`src/rtl/dso_cap_pkg.sv`:
```
// Shared types and constants for the DSO trigger-and-capture engine.
package dso_cap_pkg;

  typedef enum logic [2:0] {
    ST_IDLE,
    ST_FILL,
    ST_WAIT,
    ST_POST,
    ST_FLUSH
  } cap_state_t;

  localparam logic [1:0] TRIG_RISE  = 2'd0;
  localparam logic [1:0] TRIG_FALL  = 2'd1;
  localparam logic [1:0] TRIG_BOTH  = 2'd2;
  localparam logic [1:0] TRIG_FORCE = 2'd3;

  function automatic int calc_pack(input int out_w, input int ch_num, input int smp_w);
    return out_w / (ch_num * smp_w);
  endfunction

endpackage

```
`src/rtl/dso_ring_ram.sv`:
```
// Simple dual-port synchronous RAM: one write port, one registered read port.
module dso_ring_ram #(
  parameter int DEPTH = 256,
  parameter int WIDTH = 16,
  parameter int AW    = $clog2(DEPTH)
) (
  input  logic             clk,
  input  logic             i_we,
  input  logic [AW-1:0]    i_waddr,
  input  logic [WIDTH-1:0] i_wdata,
  input  logic [AW-1:0]    i_raddr,
  output logic [WIDTH-1:0] o_rdata
);

  logic [WIDTH-1:0] r_mem [DEPTH];

  always_ff @(posedge clk) begin
    if (i_we) r_mem[i_waddr] <= i_wdata;
    o_rdata <= r_mem[i_raddr];
  end

endmodule

```
`src/rtl/dso_trig_capture.sv`:
```
// Multi-channel edge-trigger capture: ring-buffered pre-history, post-trigger
// frames, packed into OUT_W words on a valid/ready stream.
module dso_trig_capture
  import dso_cap_pkg::*;
#(
  parameter int CH_NUM    = 2,
  parameter int SMP_W     = 8,
  parameter int PRE_DEPTH = 256,
  parameter int CAP_LEN_W = 16,
  parameter int OUT_W     = 32,
  localparam int FRM_W    = CH_NUM * SMP_W,
  localparam int PRE_W    = $clog2(PRE_DEPTH),
  localparam int TCH_W    = (CH_NUM > 1) ? $clog2(CH_NUM) : 1
) (
  input  logic                 ad_clk,
  input  logic                 sys_rst_n,
  input  logic [FRM_W-1:0]     ad_data,
  input  logic                 arm,
  input  logic                 abort,
  input  logic [TCH_W-1:0]     trig_ch,
  input  logic [1:0]           trig_mode,
  input  logic [SMP_W-1:0]     trig_level,
  input  logic [PRE_W-1:0]     pre_len,
  input  logic [CAP_LEN_W-1:0] cap_len,
  output logic [OUT_W-1:0]     m_data,
  output logic                 m_valid,
  input  logic                 m_ready,
  output logic                 busy,
  output logic                 triggered,
  output logic                 done,
  output logic                 overflow
);

  localparam int PACK   = calc_pack(OUT_W, CH_NUM, SMP_W);
  localparam int SLOT_W = (PACK > 1) ? $clog2(PACK) : 1;
  localparam int TOT_W  = ((PRE_W > CAP_LEN_W) ? PRE_W : CAP_LEN_W) + 1;

  cap_state_t           r_state;
  logic [PRE_W-1:0]     r_wr_ptr;
  logic [FRM_W-1:0]     r_din;
  logic [FRM_W-1:0]     r_din_d;
  logic [TCH_W-1:0]     r_trig_ch_q;
  logic [1:0]           r_mode_q;
  logic [SMP_W-1:0]     r_level_q;
  logic [PRE_W-1:0]     r_pre_q;
  logic [TOT_W-1:0]     r_total;
  logic [TOT_W-1:0]     r_cnt;
  logic [SLOT_W-1:0]    r_slot;
  logic [OUT_W-1:0]     r_pack;
  logic                 r_pv0;
  logic                 r_pvld;

  logic [PRE_W-1:0]     w_raddr;
  logic [FRM_W-1:0]     w_rdata;
  logic [FRM_W-1:0]     w_dly;
  logic [SMP_W-1:0]     w_c;
  logic [SMP_W-1:0]     w_p;
  logic                 w_rise;
  logic                 w_fall;
  logic                 w_trig;
  logic                 w_frm_last;
  logic                 w_word_last;
  logic [OUT_W-1:0]     w_word;
  logic [TOT_W-1:0]     w_total_in;

  // Stage 0: input frame register and its one-cycle-delayed copy
  always_ff @(posedge ad_clk) begin
    r_din   <= ad_data;
    r_din_d <= r_din;
  end

  always_ff @(posedge ad_clk or negedge sys_rst_n) begin
    if (!sys_rst_n) r_wr_ptr <= '0;
    else            r_wr_ptr <= r_wr_ptr + 1'b1;
  end

  assign w_raddr = r_wr_ptr - r_pre_q;

  dso_ring_ram #(
    .DEPTH (PRE_DEPTH),
    .WIDTH (FRM_W)
  ) u_ring (
    .clk     (ad_clk),
    .i_we    (1'b1),
    .i_waddr (r_wr_ptr),
    .i_wdata (r_din),
    .i_raddr (w_raddr),
    .o_rdata (w_rdata)
  );

  // Stage 1: delayed stream; a zero delay would read the slot being written, so bypass the RAM
  assign w_dly = (r_pre_q == '0) ? r_din_d : w_rdata;

  always_comb begin
    w_c = '0;
    w_p = '0;
    for (int i = 0; i < CH_NUM; i++) begin
      if (TCH_W'(i) == r_trig_ch_q) begin
        w_c = r_din[i*SMP_W +: SMP_W];
        w_p = r_din_d[i*SMP_W +: SMP_W];
      end
    end
  end

  assign w_rise = r_pvld && (w_p < r_level_q) && (w_c >= r_level_q);
  assign w_fall = r_pvld && (w_p >= r_level_q) && (w_c < r_level_q);

  always_comb begin
    case (r_mode_q)
      TRIG_RISE: w_trig = w_rise;
      TRIG_FALL: w_trig = w_fall;
      TRIG_BOTH: w_trig = w_rise || w_fall;
      default:   w_trig = 1'b1;
    endcase
  end

  always_comb begin
    w_word = r_pack;
    w_word[r_slot*FRM_W +: FRM_W] = w_dly;
  end

  assign w_frm_last  = (r_cnt == r_total - 1'b1);
  assign w_word_last = w_frm_last || (r_slot == SLOT_W'(PACK - 1));
  assign w_total_in  = TOT_W'(pre_len) + ((cap_len == '0) ? TOT_W'(1) : TOT_W'(cap_len));

  // Stage 2: control FSM, packer and output register
  always_ff @(posedge ad_clk or negedge sys_rst_n) begin
    if (!sys_rst_n) begin
      r_state     <= ST_IDLE;
      r_trig_ch_q <= '0;
      r_mode_q    <= TRIG_RISE;
      r_level_q   <= '0;
      r_pre_q     <= '0;
      r_total     <= '0;
      r_cnt       <= '0;
      r_slot      <= '0;
      r_pack      <= '0;
      r_pv0       <= 1'b0;
      r_pvld      <= 1'b0;
      m_data      <= '0;
      m_valid     <= 1'b0;
      busy        <= 1'b0;
      triggered   <= 1'b0;
      done        <= 1'b0;
      overflow    <= 1'b0;
    end else begin
      done <= 1'b0;
      if (m_valid && m_ready) m_valid <= 1'b0;
      // previous-sample qualifier: only frames that arrived after arm count
      r_pv0  <= (r_state != ST_IDLE);
      r_pvld <= r_pv0 && (r_state != ST_IDLE);
      if (abort) begin
        r_state   <= ST_IDLE;
        m_valid   <= 1'b0;
        r_slot    <= '0;
        r_pack    <= '0;
        r_cnt     <= '0;
        triggered <= 1'b0;
        busy      <= 1'b0;
        r_pv0     <= 1'b0;
        r_pvld    <= 1'b0;
      end else begin
        case (r_state)
          ST_IDLE: begin
            if (arm) begin
              r_trig_ch_q <= trig_ch;
              r_mode_q    <= trig_mode;
              r_level_q   <= trig_level;
              r_pre_q     <= pre_len;
              r_total     <= w_total_in;
              r_cnt       <= '0;
              r_slot      <= '0;
              r_pack      <= '0;
              overflow    <= 1'b0;
              busy        <= 1'b1;
              r_state     <= ST_FILL;
            end
          end
          ST_FILL: begin
            if (r_cnt == TOT_W'(r_pre_q)) begin
              r_cnt   <= '0;
              r_state <= ST_WAIT;
            end else begin
              r_cnt <= r_cnt + 1'b1;
            end
          end
          ST_WAIT: begin
            if (w_trig) begin
              triggered <= 1'b1;
              r_cnt     <= '0;
              r_state   <= ST_POST;
            end
          end
          ST_POST: begin
            if (w_word_last) begin
              r_pack <= '0;
              r_slot <= '0;
              if (m_valid && !m_ready) begin
                overflow <= 1'b1;
              end else begin
                m_valid <= 1'b1;
                m_data  <= w_word;
              end
            end else begin
              r_pack <= w_word;
              r_slot <= r_slot + 1'b1;
            end
            if (w_frm_last) begin
              r_cnt   <= '0;
              r_state <= ST_FLUSH;
            end else begin
              r_cnt <= r_cnt + 1'b1;
            end
          end
          ST_FLUSH: begin
            if (!m_valid || m_ready) begin
              done      <= 1'b1;
              busy      <= 1'b0;
              triggered <= 1'b0;
              r_state   <= ST_IDLE;
            end
          end
          default: r_state <= ST_IDLE;
        endcase
      end
    end
  end

endmodule

```
`config.mk`:
```
export PLATFORM = sky130hd
export DESIGN_NAME = dso_trig_capture
export DESIGN_NICKNAME = d
export VERILOG_FILES = /design/src/rtl/dso_cap_pkg.sv /design/src/rtl/dso_ring_ram.sv /design/src/rtl/dso_trig_capture.sv
export SDC_FILE = /design/constraint.sdc
export NUM_CORES = 2
export LEC_CHECK = 0
export ABC_AREA = 1
export CAP_MARGIN = 30
export CELL_PAD_IN_SITES_DETAIL_PLACEMENT = 1
export CELL_PAD_IN_SITES_GLOBAL_PLACEMENT = 2
export CORE_MARGIN = 5
export CORE_UTILIZATION = 42
export DETAILED_ROUTE_END_ITERATION = 10
export GPL_ROUTABILITY_DRIVEN = 0
export MAX_ROUTING_LAYER = met4
export PLACE_DENSITY_LB_ADDON = 0.1
export RECOVER_POWER = 100
export SYNTH_ARGS = -nofsm -noshare
export SYNTH_HDL_FRONTEND = slang
export SYNTH_SLANG_ARGS = --single-unit
export TNS_END_PERCENT = 30
```
`constraint.sdc`:
```
create_clock -name ad_clk -period 14.4 [get_ports ad_clk]
set_clock_uncertainty 0.1 [all_clocks]
set_input_delay 2.16 -clock ad_clk [delete_from_list [all_inputs] [get_ports ad_clk]]
set_output_delay 2.16 -clock ad_clk [all_outputs]
set_load 0.01 [all_outputs]
```
### Yosys cells after proc, flatten, opt, wreduce, memory -nomap -nowiden

Memory sizes are Yosys's and may differ from the RTL's. A register that Yosys moved wholly into a read port is not among the register bits.
Cells that the tools add are included.

| cells by class | value |
|---|---|
| $add $sub $neg | 7 |
| $lt $le $gt $ge | 4 |
| equal/unequal tests | 16 |
| shifts and indexed selects | 2 |
| multiplexer cells | 47 |
| bitwise logic cells | 2 |
| reductions and logical operators | 30 |

Operator list:

| kind | number |
|---|---|
| two-way mux 32 bit | 3 |
| two-way mux 17 bit | 5 |
| one-hot mux 17 bit (4 select lines) | 1 |
| one-hot mux 32 bit (2 select lines) | 1 |
| negation 5 -> 34 bit | 1 |
| variable shift 16 x 34 -> 32 bit, first input constant | 1 |
| indexed part select 16 x 34 -> 32 bit | 1 |
| bitwise mux 32 bit | 1 |
| two-way mux 16 bit | 2 |
| two-way mux 1 bit | 20 |
| two-way mux 3 bit | 6 |
| adder 17 x 1 -> 17 bit, second input constant | 1 |
| adder 8 x 16 -> 17 bit | 1 |
| == test 17 bit | 1 |
| == test 17 x 8 -> 1 bit | 1 |
| subtractor 17 x 1 -> 17 bit, second input constant | 1 |
| greater-or-equal comparator 8 bit | 2 |
| zero test 16 bit | 1 |
| < comparator 8 bit | 2 |
| two-way mux 8 bit | 2 |
| != test 3 bit, second input constant | 5 |
| one-hot mux 3 bit (5 select lines) | 1 |
| AND reduction 3 bit | 4 |
| nonzero test 3 bit | 4 |
| other kinds (23) | 40 |

| storage, ports and cells | value |
|---|---|
| bits in registers | 168 |
| bits in writable memories | 4096 |
| bits of input ports | 56 |
| output and inout port bits | 37 |
| word-level logic and storage cells | 129 |
| memories kept | 1 |

Memory list:

| name | words | width | read ports | clocked after Yosys merged registers in | wr ports | line | source |
|---|---|---|---|---|---|---|---|
| u_ring.r_mem | 256 | 16 | 1 | 1 | 1 | dso_ring_ram.sv:15 | `logic [WIDTH-1:0] r_mem [DEPTH];` |

### Logic depth before layout (Yosys ltp)

| depth | value |
|---|---|
| word-level depth | 9 |
| gate-level depth with buffers | 20 |
| mapped depth without buffers | 17 |

### Modules after synthesis

From an unflattened synthesis, not the netlist that was laid out.

| second synthesis, totals | value |
|---|---|
| cells, all modules | 14678 |
| area, all modules | 174776.4 sq um |

By module, submodules not included:

| module | times used | cells an instance | area an instance (sq um) | seq. area each (sq um) |
|---|---|---|---|---|
| dso_ring_ram | 1 | 13617 | 165706.4 | 123318.3 |
| dso_trig_capture | 1 | 1061 | 9069.9 | 4043.9 |

### Worst setup path before layout

No wires, ideal clock.

| path | value |
|---|---|
| path kind | register to register |
| from | register r_din[15] |
| to | register r_cnt[12] |
| library setup time | 0.127 ns |
| data arrival time | 5.726 ns |
| data required time | 14.173 ns |
| path slack | 8.447 ns |
| cell stages (with the launch flop) | 15 |
| path buffers | 1 |
| clock period less this slack | 5.953 ns |
| cell sequence | dfxtp_1 > mux2_2 > ha_1 > a21o_1 > nor2_1 > nand2_1 > nor2_1 > nand3_1 > nand3_1 > nand2_1 > a21oi_1 > nand2_1 > buf_2 > nand2_1 > o21ai_0 |

| on the way | value |
|---|---|
| cells in the longest elaborated chain, start to end | 7 |
| elaborated cells between the ends (all ways) | 9 |
| those cells by class | order compare: 2; eq/ne: 1; mux: 2; reduce/logical: 4 |

Ends and longest elaborated chain:

| element | line | source |
|---|---|---|
| from (decl) | dso_trig_capture.sv:40 | `logic [FRM_W-1:0] r_din;` |
| from (signal assigned) | dso_trig_capture.sv:68 | `r_din <= ad_data;` |
| two-way mux 8 bit (*) | dso_trig_capture.sv:98 | `if (TCH_W'(i) == r_trig_ch_q) begin` |
| greater-or-equal comparator 8 bit / < comparator 8 bit (equally long branches) | dso_trig_capture.sv:105, dso_trig_capture.sv:106 |  |
| logical AND 1 bit (on tied branches) | dso_trig_capture.sv:105, dso_trig_capture.sv:106 |  |
| logical OR 1 bit | dso_trig_capture.sv:112 | `TRIG_BOTH: w_trig = w_rise \|\| w_fall;` |
| one-hot mux 1 bit (3 select lines) (*) | dso_trig_capture.sv:109 | `case (r_mode_q)` |
| != test 3 bit (no source line) (*) | n/a |  |
| AND reduction 3 bit (no source line) (*) | n/a |  |
| to (signal assigned) | dso_trig_capture.sv:184 | `r_cnt <= r_cnt + 1'b1;` |
| to (signal assigned) | dso_trig_capture.sv:212 | `r_cnt <= r_cnt + 1'b1;` |
| to (decl) | dso_trig_capture.sv:47 | `logic [TOT_W-1:0] r_cnt;` |

Every way passes the cells marked *; elsewhere a longest branch is shown, timed or not.
A chain may end at the register's enable or synchronous reset.

### Worst setup path in the final report

| path | value |
|---|---|
| from | register r_wr_ptr[0] |
| to | register u_ring.o_rdata[14], read port of u_ring.r_mem |

| on the way | value |
|---|---|
| cells in the longest elaborated chain, start to end | 1 |

Ends and longest elaborated chain:

| element | line | source |
|---|---|---|
| from (decl) | dso_trig_capture.sv:39 | `logic [PRE_W-1:0] r_wr_ptr;` |
| from (signal assigned) | dso_trig_capture.sv:74 | `else r_wr_ptr <= r_wr_ptr + 1'b1;` |
| subtractor 8 bit | dso_trig_capture.sv:77 | `assign w_raddr = r_wr_ptr - r_pre_q;` |
| to (decl) | dso_ring_ram.sv:12 | `output logic [WIDTH-1:0] o_rdata` |

No other way between the ends.

==> results.toml <==
[run_status]
status = "finished, violations left"
violations = "capacitance limit, slew limit"

[worst_setup_path]
cp_num_buf_inv = 6
crit_top_cell = "nand3_1"
slowest_stage = "clkbuf_1"
slowest_delay_ps = 2920
critical-path-top-delay-family = "buffers and inverters"
end_kind = "register"
r2r_setup_slack_ps = 3850
cp.arrival_ps = 11390
crit_chain = "inv_1 > ha_4 > inv_1 > fa_1 > buf_4 > buf_4 > clkbuf_1 > o21ai_0 > o21ai_0 > inv_1 > o21ai_1 > nand2_1 > nand3_1 > nand3_1 > nand3_1 > nand3_1 > nand2_1"
start_kind = "register"
crit_required_ps = 15240
crit_fanout = 80
path_class = "reg2reg"

[grt]
grt_max_degree = 231
grt_use_total_pct = 27.9
antenna_found_initial = 41
grt_pass1_vias = 121000
grt_overflow_total = 0
grt_first_pass_wirelength_um = 856000

[final_layout]
nNetsFinal = 14700
areaGrowthSynthToFinish_pct = 12.1
drive_above_1_share_pct = 5.33
fillCellCount = 42600

[power_and_ir_drop]
p_leak_nw = 65.5
swShare_pct = 42.9
pwr-share-clk_pct = 27.3
power.internal_mw = 24.5
power.switching_mw = 18.4
max-vdd-ir-drop_mv = 0.244
p_per_area_mw_per_mm2 = 220
combPwrFrac_pct = 40.1
p_seq_share_pct = 32.6

[placed_design]
dp_hpwl_um = 345000
dp_slack_ps = 7060
placement.io_buffers = 92

[route]
firstDrtPassIters = 6
drtIter0Drc = 12200
drcViolationCount = 0
wl_per_cell_um = 28.9
ant_nets = 0
num_vias = 118000
wl_um = 593000
via_per_inst = 5.77

[clocking]
ctsResizeCount = 0
cts_max_path_buffers = 4
cts_setup_buffers = 0
cts_buffers = 468
root_buffer = "clkbuf_16"
clk_latency_ps = 1040
cts_hold_buf = 0
cts_sinks = 4280
cts_max_level = 5
clk_pin_slew_ps = 60
cts_tree = "yes"

[floorplanning]
floorplan.initialDensity_pct = 42.1
row_count = 236
die_area_mm2 = 0.426
io_pins = 93
fp.dieW_um = 653
coreArea_mm2 = 0.413
die-height_um = 653

[timing]
fin_crit_sh_pct = 73.3
tightestPinTransition_ps = 8880
drv_slew = 4668
slew-limit-headroom_pct = -492
post-route-min-period_ps = 10550
hold_violations = 0
max_freq_mhz = 94.8
setup_viol = 0
setup_ws_ps = 3850
fin_setup_tns_ps = 0
grt_setup_unrepaired = "false"

[job]
maxCapViolCount = 103

[logic_synthesis]
synth.area.mux_share_pct = 0.138
synth_common_cells = "edfxtp_1 (4096), nor2_1 (2868), o21ai_0 (2237)"
synth_adder_area_share_pct = 0.290
ys_seq_area_share_pct = 73.4
synth_top_cell_by_area = "edfxtp_1"
synth_xor_area_share_pct = 0.245
synth_compound_area_share_pct = 11.1
avgSynthCellArea_um2 = 11.9
synth-simple-area-share_pct = 11.1
syn_inst = 14600
yosysUniqueCellTypes = 44
synthTopCellsByArea = "edfxtp_1 (71%), o21ai_0 (6.4%), nor2_1 (6.2%)"
synth_ff_type = "edfxtp_1"
synth_edf_count = 4096
synth_warnings = 0
synth_top_area_share_pct = 70.9
synth_top_family_by_area = "compound AO/OA/AOI/OAI gates"
syn_nets = 14700
synthArstFlopShare_pct = 3.18
syn-cell-area_mm2 = 0.174
synth.ff_latch_count = 4280
synth_most_common_cell = "edfxtp_1"

[hold_path]
hold_path.class = "reg2reg"
[final cells by class]
cell class | instances | area [um^2] | share of cell area [%]
Inverter | 625 | 2380 | 1.23
Multi-Input combinational cell | 8700 | 39800 | 20.4
Antenna cell | 21 | 52.6 | 0.0270
Clock inverter | 281 | 2450 | 1.26
Clock buffer | 578 | 12300 | 6.31
Timing Repair Buffer | 573 | 3470 | 1.78
Sequential cell | 4280 | 127000 | 65.4
Tap cell | 5474 | 6850 | 3.52
[flip-flops by register name, indices dropped and copies added, names as in the netlist, 16 cells and up]
name / flops
m_data: 32
r_cnt: 17
r_din: 16
r_din_d: 16
r_pack: 32
r_total: 17
u_ring.o_rdata: 16
u_ring.r_mem: 4096
[through the flow]
stage | cells | instance area, um^2 | util (%) | power, mW | hold slack [ps]
2_1_floorplan | 14600 | 174000 | - | 24.0 | 348
3_3_place_gp | 19600 | 181000 | 43.9 | 31.1 | 362
3_5_place_dp | 19600 | 182000 | 44.1 | 31.4 | 373
4_1_cts | 20500 | 197000 | 47.7 | 43.1 | 382
5_1_grt | 20500 | 195000 | 47.2 | 44.9 | 407
6_report | 20500 | 195000 | 47.2 | 42.9 | 377
[power groups by stage]
stage | registers [mW] | clock network [mW] | logic, mW
after floorplan | 14.2 | 0 | 9.81
after CTS | 13.9 | 11.9 | 17.2
after global routing | 14.0 | 12.4 | 18.5
after global placement | 14.2 | 0 | 16.9
final | 14.0 | 11.7 | 17.2
after detailed placement | 14.2 | 0 | 17.2
[final timing paths]
path | start | endpoint | cells after the start
worst max-delay path | r_wr_ptr[0] | u_ring.o_rdata[14] | 17
worst min-delay path | m_data[19] | m_data[19] | 2
worst max register to register | r_wr_ptr[0] | u_ring.o_rdata[14] | 17
worst min register to register | m_data[19] | m_data[19] | 2
max in group asynchronous | sys_rst_n | r_total[13] | 2
min in group asynchronous | sys_rst_n | m_data[10] | 1
[layer usage]
metal  share of wire (%)  global-route usage (%)  vias up
met4                 3.0                    7.59        0
li1                    -                       -    52100
met2                  47                    43.9     3630
met5                   0                       -        -
met3                 5.8                    2.73      797
met1                  44                    38.9    62000
[tightest hold or removal path: stages (launching register included)]
cell and delay [ps]:
dfrtp_1 340, nand2_1 50, o21ai_0 60
[logic make-up (layout without fill, tap and decap cells)]
kind of cell,Yosys count,after routing
buffers and inverters,1605,2057
flip-flops,4280,4280
XOR/XNOR,46,46
AO/OA/AOI/OAI,3682,3682
adder cells (fa/ha/maj),39,39
multiplexers,23,23
AND/OR/NAND/NOR,4910,4910
other,0,21
[cells in the final DEF (no fill, tap or decap), types with 5 or more instances in the layout]
| cell | netlist | final |
|---|---|---|
| clkbuf_16 | 0 | 474 |
| o22ai_1 | 644 | 644 |
| buf_4 | 31 | 101 |
| edfxtp_1 | 4096 | 4096 |
| dfxtp_1 | 48 | 48 |
| nand3b_1 | 5 | 5 |
| clkinvlp_4 | 0 | 13 |
| bufinv_16 | 0 | 36 |
| nand2_2 | 2 | 6 |
| diode_2 | 0 | 21 |
| clkdlybuf4s50_1 | 0 | 36 |
| buf_12 | 0 | 16 |
| a21oi_1 | 31 | 31 |
| nand2_1 | 1445 | 1440 |
| dlygate4sd3_1 | 0 | 55 |
| clkbuf_1 | 605 | 459 |
| clkinv_2 | 1 | 90 |
| ha_1 | 37 | 36 |
| nor3_1 | 14 | 14 |
| xor2_1 | 30 | 28 |
| inv_1 | 620 | 619 |
| mux2i_1 | 16 | 16 |
| inv_6 | 0 | 9 |
| xnor2_1 | 13 | 13 |
| nand4_1 | 18 | 18 |
| nor4_1 | 6 | 6 |
| o21ai_1 | 760 | 729 |
| dfrtp_1 | 136 | 136 |
| o21ai_0 | 2237 | 2268 |
| mux2_2 | 7 | 6 |
| nand3_1 | 545 | 543 |
| clkinv_1 | 0 | 116 |
| clkinv_8 | 0 | 8 |
| nor2_1 | 2868 | 2866 |
(Power assumes the default switching activity.)
